==> src/rtl/bin_to_bcd_seq.sv <==
// Sequential binary-to-BCD converter using shift-and-add-3 (double dabble), one input bit per clock.
// A start/done handshake converts one unsigned word into DIGITS packed BCD nibbles for the excess-3 stage.
module bin_to_bcd_seq #(
   parameter int BIN_W  = 8,
   parameter int DIGITS = 3
) (
   input  logic                  clk,
   input  logic                  rst_n,
   input  logic                  start,
   input  logic [BIN_W-1:0]      bin_in,
   output logic                  busy,
   output logic                  done,
   output logic [4*DIGITS-1:0]   bcd_out
);

   localparam int BCD_W = 4 * DIGITS;
   localparam int CNT_W = $clog2(BIN_W + 1);

   typedef enum logic [1:0] {
      IDLE,
      SHIFT,
      DONE
   } state_t;

   state_t             state;
   state_t             state_next;
   logic [BIN_W-1:0]   bin_sr;
   logic [BCD_W-1:0]   work;
   logic [BCD_W-1:0]   work_adj;
   logic [BCD_W-1:0]   work_shift;
   logic [CNT_W-1:0]   bit_cnt;
   logic               last_bit;

   // Every digit >= 5 gets +3 before the shift so that doubling carries correctly into the next digit.
   always_comb begin
      work_adj = work;
      for (int k = 0; k < DIGITS; k++) begin
         if (work[4*k +: 4] >= 4'd5) begin
            work_adj[4*k +: 4] = work[4*k +: 4] + 4'd3;
         end
      end
   end

   assign work_shift = {work_adj[BCD_W-2:0], bin_sr[BIN_W-1]};
   assign last_bit   = (bit_cnt == CNT_W'(1));

   always_ff @(posedge clk or negedge rst_n) begin
      if (!rst_n) begin
         state <= IDLE;
      end else begin
         state <= state_next;
      end
   end

   always_comb begin
      state_next = state;
      busy       = 1'b0;
      done       = 1'b0;
      case (state)
         IDLE: begin
            if (start) begin
               state_next = SHIFT;
            end
         end
         SHIFT: begin
            busy = 1'b1;
            if (last_bit) begin
               state_next = DONE;
            end
         end
         DONE: begin
            done       = 1'b1;
            state_next = IDLE;
         end
         default: begin
            state_next = IDLE;
         end
      endcase
   end

   // The result register is only written on the final shift, so it holds through IDLE and the next conversion.
   always_ff @(posedge clk or negedge rst_n) begin
      if (!rst_n) begin
         bin_sr  <= '0;
         work    <= '0;
         bit_cnt <= '0;
         bcd_out <= '0;
      end else begin
         case (state)
            IDLE: begin
               if (start) begin
                  bin_sr  <= bin_in;
                  work    <= '0;
                  bit_cnt <= CNT_W'(BIN_W);
               end
            end
            SHIFT: begin
               bin_sr  <= {bin_sr[BIN_W-2:0], 1'b0};
               work    <= work_shift;
               bit_cnt <= bit_cnt - 1'b1;
               if (last_bit) begin
                  bcd_out <= work_shift;
               end
            end
            default: begin
            end
         endcase
      end
   end

endmodule
==> config.mk <==
export PLATFORM = sky130hd
export DESIGN_NAME = bin_to_bcd_seq
export DESIGN_NICKNAME = d
export VERILOG_FILES = /design/src/rtl/bin_to_bcd_seq.sv
export SDC_FILE = /design/constraint.sdc
export NUM_CORES = 1
export LEC_CHECK = 0
export CAP_MARGIN = 25
export CORE_MARGIN = 2
export CORE_UTILIZATION = 58
export CTS_CLUSTER_SIZE = 16
export DETAILED_ROUTE_END_ITERATION = 16
export GPL_TIMING_DRIVEN = 0
export MAX_ROUTING_LAYER = met4
export PLACE_DENSITY = 0.83
export SYNTH_ARGS = -nofsm -noshare
export SYNTH_HDL_FRONTEND = slang
export SYNTH_SLANG_ARGS = --single-unit
==> constraint.sdc <==
create_clock -name clk -period 2.75 [get_ports clk]
set_input_delay 0.6875 -clock clk [delete_from_list [all_inputs] [get_ports clk]]
set_output_delay 0.6875 -clock clk [all_outputs]
set_load 0.005 [all_outputs]
==> impl_metrics.tcl, run 1 <==
set metrics [dict create \
    outcome "complete, no violations" \
    report.final.slew_viol_count 0 \
    setup.worst_path.end_class "primary output" \
    rsz_0062_raised_after_global_routing "false" \
    clk_path_buf_depth 2 \
    synthTopCellsByArea "sky130_fd_sc_hd__dfrtp_1, sky130_fd_sc_hd__o21ai_0, sky130_fd_sc_hd__ha_1" \
    tightestPinTransition_ns 0.818 \
    cp_slowest_cell "sky130_fd_sc_hd__clkdlybuf4s50_1" \
    grt_max_degree 39 \
    critical_path_cell_count 3 \
    total_power_uw 2530 \
    detail_route.first_pass.iterations 4 \
    startpoint_type "register" \
    path_cells "nand2b_2, inv_2, clkdlybuf4s50_1" \
    grt_antenna_before_repair 0 \
    die-area_sq_um 3760 \
    cts_resized 0 \
    place.gp.congestion 0.846 \
    timing.reg2reg.worst_path_depth 6 \
    grt.total_usage 0.249 \
    clock_sink_count 38 \
    postSynth.asyncResetShare 1.00 \
    globalRouteOverflowTotal 0 \
    critPathMaxStageDelay_ns 0.56 \
    synth_flop_cell "sky130_fd_sc_hd__dfrtp_1" \
    post-place-ws_ns 0.485 \
    antenna_cells 0 \
    worstHoldPathType "input pin to asynchronous set/reset pin" \
    worst-endpoint-arrival_ns 1.85 \
    synth_edf_count 0 \
    required_time_of_the_critical_path_ns 2.06 \
    maxCapViolCount 0 \
    dp.final_hpwl_um 2810 \
    synth.yosys.warnings 0 \
    synth.yosys.seq_area_share 0.499 \
    max_clock_freq_ghz 0.394 \
    synthSimpleGateAreaFrac 0.140 \
    final.setup_skew_ns 0.0105 \
    final_core_util 0.724 \
    clock_tree.htree_level_count 2 \
    yosysTopAreaCell "sky130_fd_sc_hd__dfrtp_1" \
    area_growth_syn_to_layout_pct 17.0 \
    top_level_ports 25 \
    placementRows 20 \
    vias_in_the_first_global_route 1483 \
    setup_violations 0 \
    muxShareOfSynthArea 0.0473 \
    post_synthesis_share_of_cell_area_spent_on_xor_and_xnor_gates 0.0138 \
    synth_compound_area_frac 0.203 \
    clk-insertion-delay-late_ns 0.36 \
    route.detailed.drc 0 \
    initial_core_util 0.619 \
    floorplan.core_area_sq_um 3080 \
    layout.filler_cells 249 \
    timing.hold.ws_ns 0.418 \
    powerDensity_nw_per_um2 1140 \
    tritoncts "done" \
    synth_fa_ha_area_frac 0.0526 \
    grt_first_pass_wirelength_um 6520 \
    syn_inst 184 \
    routed-via-count 1464 \
    route.antenna.remaining_nets 0 \
    drtIter0Drc 64 \
    worstPathBufferInverterCount 2 \
    cts.hold.buffers_added 0 \
    nNetsFinal 232 \
    postSynthRegisterBits 38 \
    fin_setup_tns_ns 0 \
    cts_setup_buffers 0 \
    die_y_um 61.3 \
    portBuffers 23 \
    static-leakage-power_uw 0.000966 \
    yosys.area.top_type_share 0.499 \
    synth_area_sq_um 1900 \
    synthDistinctLibCells 32 \
    worstPathMaxFanout 15 \
    setup.worst_path.class "register to primary output" \
    period_minus_ws_final_ns 2.54 \
    cts_buffers 5 \
    syn-num-nets 203 \
    post_route_cells_drive_above_1_share 0.169 \
    max_slew_margin 0.455 \
    wire_per_inst_um 14.9 \
    setup_slack_ns 0.209 \
    wl_um 3820 \
    path_clk_slew_ns 0.11 \
    final_min_period_over_clock_period 0.924 \
    cts_root_buf "sky130_fd_sc_hd__clkbuf_4" \
    synthesis.area_per_instance_sq_um 10.3 \
    viasPerCell 5.70 \
    synth_top_family_by_area "compound AO/OA/AOI/OAI gates" \
    power.ir.vdd_worst_uv 616 \
    floorplan_die_width_um 61.3 \
    timing.critical_path.max_delay_family "buffers and inverters" \
    hold_viol 0 \
]
synthesized netlist by cell type (3+ instances only):
master / count
sky130_fd_sc_hd__dfrtp_1: 38
sky130_fd_sc_hd__o21ai_0: 23
sky130_fd_sc_hd__nand2_1: 18
sky130_fd_sc_hd__a21oi_1: 16
sky130_fd_sc_hd__nor2b_1: 11
sky130_fd_sc_hd__ha_1: 8
sky130_fd_sc_hd__inv_1: 8
sky130_fd_sc_hd__a22oi_1: 7
sky130_fd_sc_hd__buf_2: 5
sky130_fd_sc_hd__mux2_2: 4
sky130_fd_sc_hd__nor3_1: 4
sky130_fd_sc_hd__o21ai_1: 4
sky130_fd_sc_hd__o21ai_2: 4
sky130_fd_sc_hd__a22o_1: 3
sky130_fd_sc_hd__a31oi_1: 3
sky130_fd_sc_hd__mux2_4: 3
sky130_fd_sc_hd__nand2b_1: 3
sky130_fd_sc_hd__or3b_2: 3
sky130_fd_sc_hd__xnor2_1: 3
power by group:
group          internal, uW  total, uW  switching [uW]  leakage [uW]
combinational           616       1230             613      0.000456
sequential              809       1030             218      0.000480
clock                  91.9        273             182     0.0000308
placed cells by master (no fill, tap or decap):
cell / instances
sky130_fd_sc_hd__nand2_4: 1
sky130_fd_sc_hd__inv_1: 8
sky130_fd_sc_hd__nand2_1: 18
sky130_fd_sc_hd__o21bai_2: 1
sky130_fd_sc_hd__nand3b_1: 1
sky130_fd_sc_hd__dfrtp_1: 38
sky130_fd_sc_hd__nand2b_1: 3
sky130_fd_sc_hd__xnor2_1: 3
sky130_fd_sc_hd__nor3b_4: 1
sky130_fd_sc_hd__a22oi_1: 7
sky130_fd_sc_hd__o21ai_2: 4
sky130_fd_sc_hd__inv_4: 1
sky130_fd_sc_hd__clkbuf_1: 2
sky130_fd_sc_hd__a21oi_2: 2
sky130_fd_sc_hd__mux2_2: 4
sky130_fd_sc_hd__nor2_1: 1
sky130_fd_sc_hd__nor3_1: 4
sky130_fd_sc_hd__nand2b_2: 1
sky130_fd_sc_hd__o21ai_0: 23
sky130_fd_sc_hd__clkbuf_4: 5
sky130_fd_sc_hd__a22o_1: 3
sky130_fd_sc_hd__ha_1: 8
sky130_fd_sc_hd__nor2b_1: 11
sky130_fd_sc_hd__o21ai_1: 4
sky130_fd_sc_hd__or3b_2: 3
sky130_fd_sc_hd__clkinv_2: 2
sky130_fd_sc_hd__mux2_4: 3
sky130_fd_sc_hd__a21oi_1: 16
sky130_fd_sc_hd__nor3b_1: 2
sky130_fd_sc_hd__inv_2: 1
sky130_fd_sc_hd__buf_6: 1
sky130_fd_sc_hd__a31oi_1: 3
sky130_fd_sc_hd__clkdlybuf4s50_1: 22
sky130_fd_sc_hd__buf_2: 5
sky130_fd_sc_hd__a22o_2: 1
stage by stage:
stage | cells | area (sq um)
finish | 257 | 2230
global route | 257 | 2230
detailed placement | 251 | 2180
CTS | 258 | 2230
floorplan | 184 | 1900
global placement | 251 | 2190
area by class of cell:
class                      instances  area, sq um  share of cell area
inverter                          10         40.0              0.0180
sequential                        38          951               0.427
clock inverter                     2         10.0             0.00449
tap                               44         55.1              0.0247
clock buffer                       5         37.5              0.0169
multi-input combinational        128          870               0.390
timing repair buffer              23          225               0.101
buffer                             7         38.8              0.0174
registers in the layout, summed over array words and instances, names as in the netlist:
signal and flops:
bcd_out 12, work 12, bin_sr 8, bit_cnt 4
state 2
cell families after synthesis:
group / count (synthesis)
fa+ha+maj: 8
mux: 7
buf+inv: 18
xor+xnor: 3
compound gates: 64
flops: 38
simple gates: 46
worst register-to-register path, delay by kind of cell, from the launching register on:
| kind | cells | cell delay [ns] |
|---|---|---|
| flip-flops | 1 | 0.43 |
| buffers and inverters | 1 | 0.11 |
| multiplexers | 1 | 0.39 |
| AO/OA/AOI/OAI | 2 | 0.39 |
| adder cells (fa/ha/maj) | 1 | 0.21 |
| AND/OR/NAND/NOR | 1 | 0.09 |
routing by layer:
layer | global-route usage | part of all wire | up-vias
li1 | - | - | 700
met1 | 0.280 | 0.43 | 730
met2 | 0.427 | 0.52 | 27
met3 | 0.0441 | 0.036 | 7
met4 | 0.115 | 0.019 | 0
met5 | - | 0 | -
worst paths after layout:
kind                                 start          to  slack [ns]
worst min register to register  bcd_out[4]  bcd_out[4]        0.49
max in group asynchronous            rst_n    state[1]        1.82
worst max register to register     work[4]     work[6]        1.06
min in group clk                bcd_out[4]  bcd_out[4]        0.49
worst max-delay path              state[1]        busy        0.21
worst min-delay path                 rst_n  bcd_out[5]        0.42
(Power assumes the default switching activity.)
==> inputs of run 2 (changes only) <==
--- a/config.mk
+++ b/config.mk
@@ -5,7 +5,7 @@
 export SDC_FILE = /design/constraint.sdc
 export NUM_CORES = 1
 export LEC_CHECK = 0
-export CAP_MARGIN = 25
+export CAP_MARGIN = 20
 export CORE_MARGIN = 2
 export CORE_UTILIZATION = 58
 export CTS_CLUSTER_SIZE = 16
==> results of run 2 <==
The final DEF is identical to that of run 1; final timing and power are the same.
==> inputs of run 3 (changes only) <==
--- a/config.mk
+++ b/config.mk
@@ -7,12 +7,12 @@
 export LEC_CHECK = 0
 export CAP_MARGIN = 20
 export CORE_MARGIN = 2
-export CORE_UTILIZATION = 58
+export CORE_UTILIZATION = 54
 export CTS_CLUSTER_SIZE = 16
 export DETAILED_ROUTE_END_ITERATION = 16
 export GPL_TIMING_DRIVEN = 0
 export MAX_ROUTING_LAYER = met4
-export PLACE_DENSITY = 0.83
+export PLACE_DENSITY = 0.78
 export SYNTH_ARGS = -nofsm -noshare
 export SYNTH_HDL_FRONTEND = slang
 export SYNTH_SLANG_ARGS = --single-unit
==> constraint.sdc (replaced) <==
create_clock -name clk -period 2.91 [get_ports clk]
set_input_delay 0.7275 -clock clk [delete_from_list [all_inputs] [get_ports clk]]
set_output_delay 0.7275 -clock clk [all_outputs]
set_load 0.005 [all_outputs]
==> run 3 against run 2 <==
Sequential power shrank 6%. Combinational power shrank 5%. Cell area grew 0.90%. Cell count grew 1.6%.
==> impl_metrics.tcl, run 3 (synthesis results as in run 1) <==
set metrics [dict create \
    setup.worst_path.end_class "primary output" \
    tritoncts "done" \
    worstHoldPathType "input pin to asynchronous set/reset pin" \
    setup.worst_path.class "register to primary output" \
    clk-insertion-delay-late_ns 0.35 \
    route.detailed.drc 0 \
    layout.cells.most_common_list "sky130_fd_sc_hd__dfrtp_1, sky130_fd_sc_hd__o21ai_0, sky130_fd_sc_hd__clkdlybuf4s50_1, sky130_fd_sc_hd__nand2_1, sky130_fd_sc_hd__a21oi_1" \
    cts.hold.buffers_added 0 \
    viasPerCell 5.59 \
    nNetsFinal 233 \
    post-place-ws_ns 0.586 \
    maxCapViolCount 0 \
    initial_core_util 0.566 \
    fin_setup_tns_ns 0 \
    required_time_of_the_critical_path_ns 2.18 \
    die_y_um 63.4 \
    floorplan_die_width_um 63.4 \
    max_clock_freq_ghz 0.369 \
    period_minus_ws_final_ns 2.71 \
    report.final.slew_viol_count 0 \
    startpoint_type "register" \
    worst-endpoint-arrival_ns 1.98 \
    dp.final_hpwl_um 2830 \
    place_area_sq_um 2190 \
    grt_first_pass_wirelength_um 6970 \
    tightestPinTransition_ns 0.835 \
    detail_route.first_pass.iterations 4 \
    cp_slowest_cell "sky130_fd_sc_hd__clkdlybuf4s50_1" \
    grt_max_degree 39 \
    grt_antenna_before_repair 0 \
    setup_violations 0 \
    area_growth_syn_to_layout_pct 18.0 \
    timing.critical_path.max_delay_family "buffers and inverters" \
    globalRouteOverflowTotal 0 \
    clock_sink_count 38 \
    max_slew_margin 0.444 \
    post_route_cells_drive_above_1_share 0.172 \
    placementRows 21 \
    total_power_uw 2430 \
    die-area_sq_um 4020 \
    worstPathMaxFanout 10 \
    path_cells "nand2b_2, inv_2, buf_2, clkdlybuf4s50_1" \
    post-route-cell-area_sq_um 2250 \
    clock_tree.htree_level_count 2 \
    power.ir.vdd_worst_uv 527 \
    floorplan.core_area_sq_um 3360 \
    powerDensity_nw_per_um2 1080 \
    cts_buffers 5 \
    cts_resized 0 \
    top_regs "bcd_out (12), work (12), bin_sr (8)" \
    rsz_0062_raised_after_global_routing "false" \
    drtIter0Drc 67 \
    setup_slack_ns 0.201 \
    wl_um 3870 \
    critPathMaxStageDelay_ns 0.54 \
    outcome "complete, no violations" \
    wire_per_inst_um 14.8 \
    cts_root_buf "sky130_fd_sc_hd__clkbuf_4" \
    place.gp.congestion 0.837 \
    portBuffers 23 \
    final_min_period_over_clock_period 0.931 \
    vias_in_the_first_global_route 1476 \
    layout_commonest_cell "sky130_fd_sc_hd__dfrtp_1" \
    hold_viol 0 \
    cts_setup_buffers 0 \
    antenna_cells 0 \
    path_clk_slew_ns 0.11 \
    worstPathBufferInverterCount 3 \
    clk_path_buf_depth 2 \
    reg2reg_slack_ns 1.24 \
    final.setup_skew_ns 0.00622 \
    routed-via-count 1460 \
    grt.total_usage 0.229 \
    static-leakage-power_uw 0.000974 \
    top_level_ports 25 \
    route.antenna.remaining_nets 0 \
]
==> run 3: final timing paths <==
path | from | to | cells past startpoint
worst max-delay path | state[1] | busy | 4
worst min-delay path | rst_n | bcd_out[11] | 1
worst max register to register | work[4] | work[6] | 6
worst min register to register | bcd_out[4] | bcd_out[4] | 2
max in group asynchronous | rst_n | bcd_out[1] | 1
min in group clk | bcd_out[4] | bcd_out[4] | 2
==> run 3: where the power goes <==
group	leakage [uW]	switching [uW]	internal (uW)	total [uW]
Clock	0.0000353	173	117	290
Combinational	0.000459	586	587	1170
Sequential	0.000480	204	764	969
==> run 3: through the flow <==
stage          hold slack, ns   util  instances
2_1_floorplan           0.432      -        184
6_report                0.469  0.668        261
5_1_grt                 0.527  0.668        261
3_5_place_dp            0.465  0.650        253
4_1_cts                 0.481  0.668        261
3_3_place_gp            0.461  0.652        253
==> run 3: area by class of cell <==
cell class	instances	area, sq um
clock inverter	1	5.00
tap	46	57.6
clock buffer	7	55.1
buffer	8	43.8
fill	291	1120
sequential	38	951
multi-input combinational	128	870
timing repair buffer	23	225
inverter	10	40.0
==> run 3: metal layers <==
| layer | share of wire | wire (um) | up-vias | GRT usage |
|---|---|---|---|---|
| met5 | 0 | 0 | - | - |
| met4 | 0.015 | 59 | 0 | 0.0815 |
| met3 | 0.039 | 152 | 7 | 0.0571 |
| met2 | 0.51 | 1960 | 24 | 0.384 |
| met1 | 0.44 | 1700 | 723 | 0.268 |
| li1 | - | - | 706 | - |
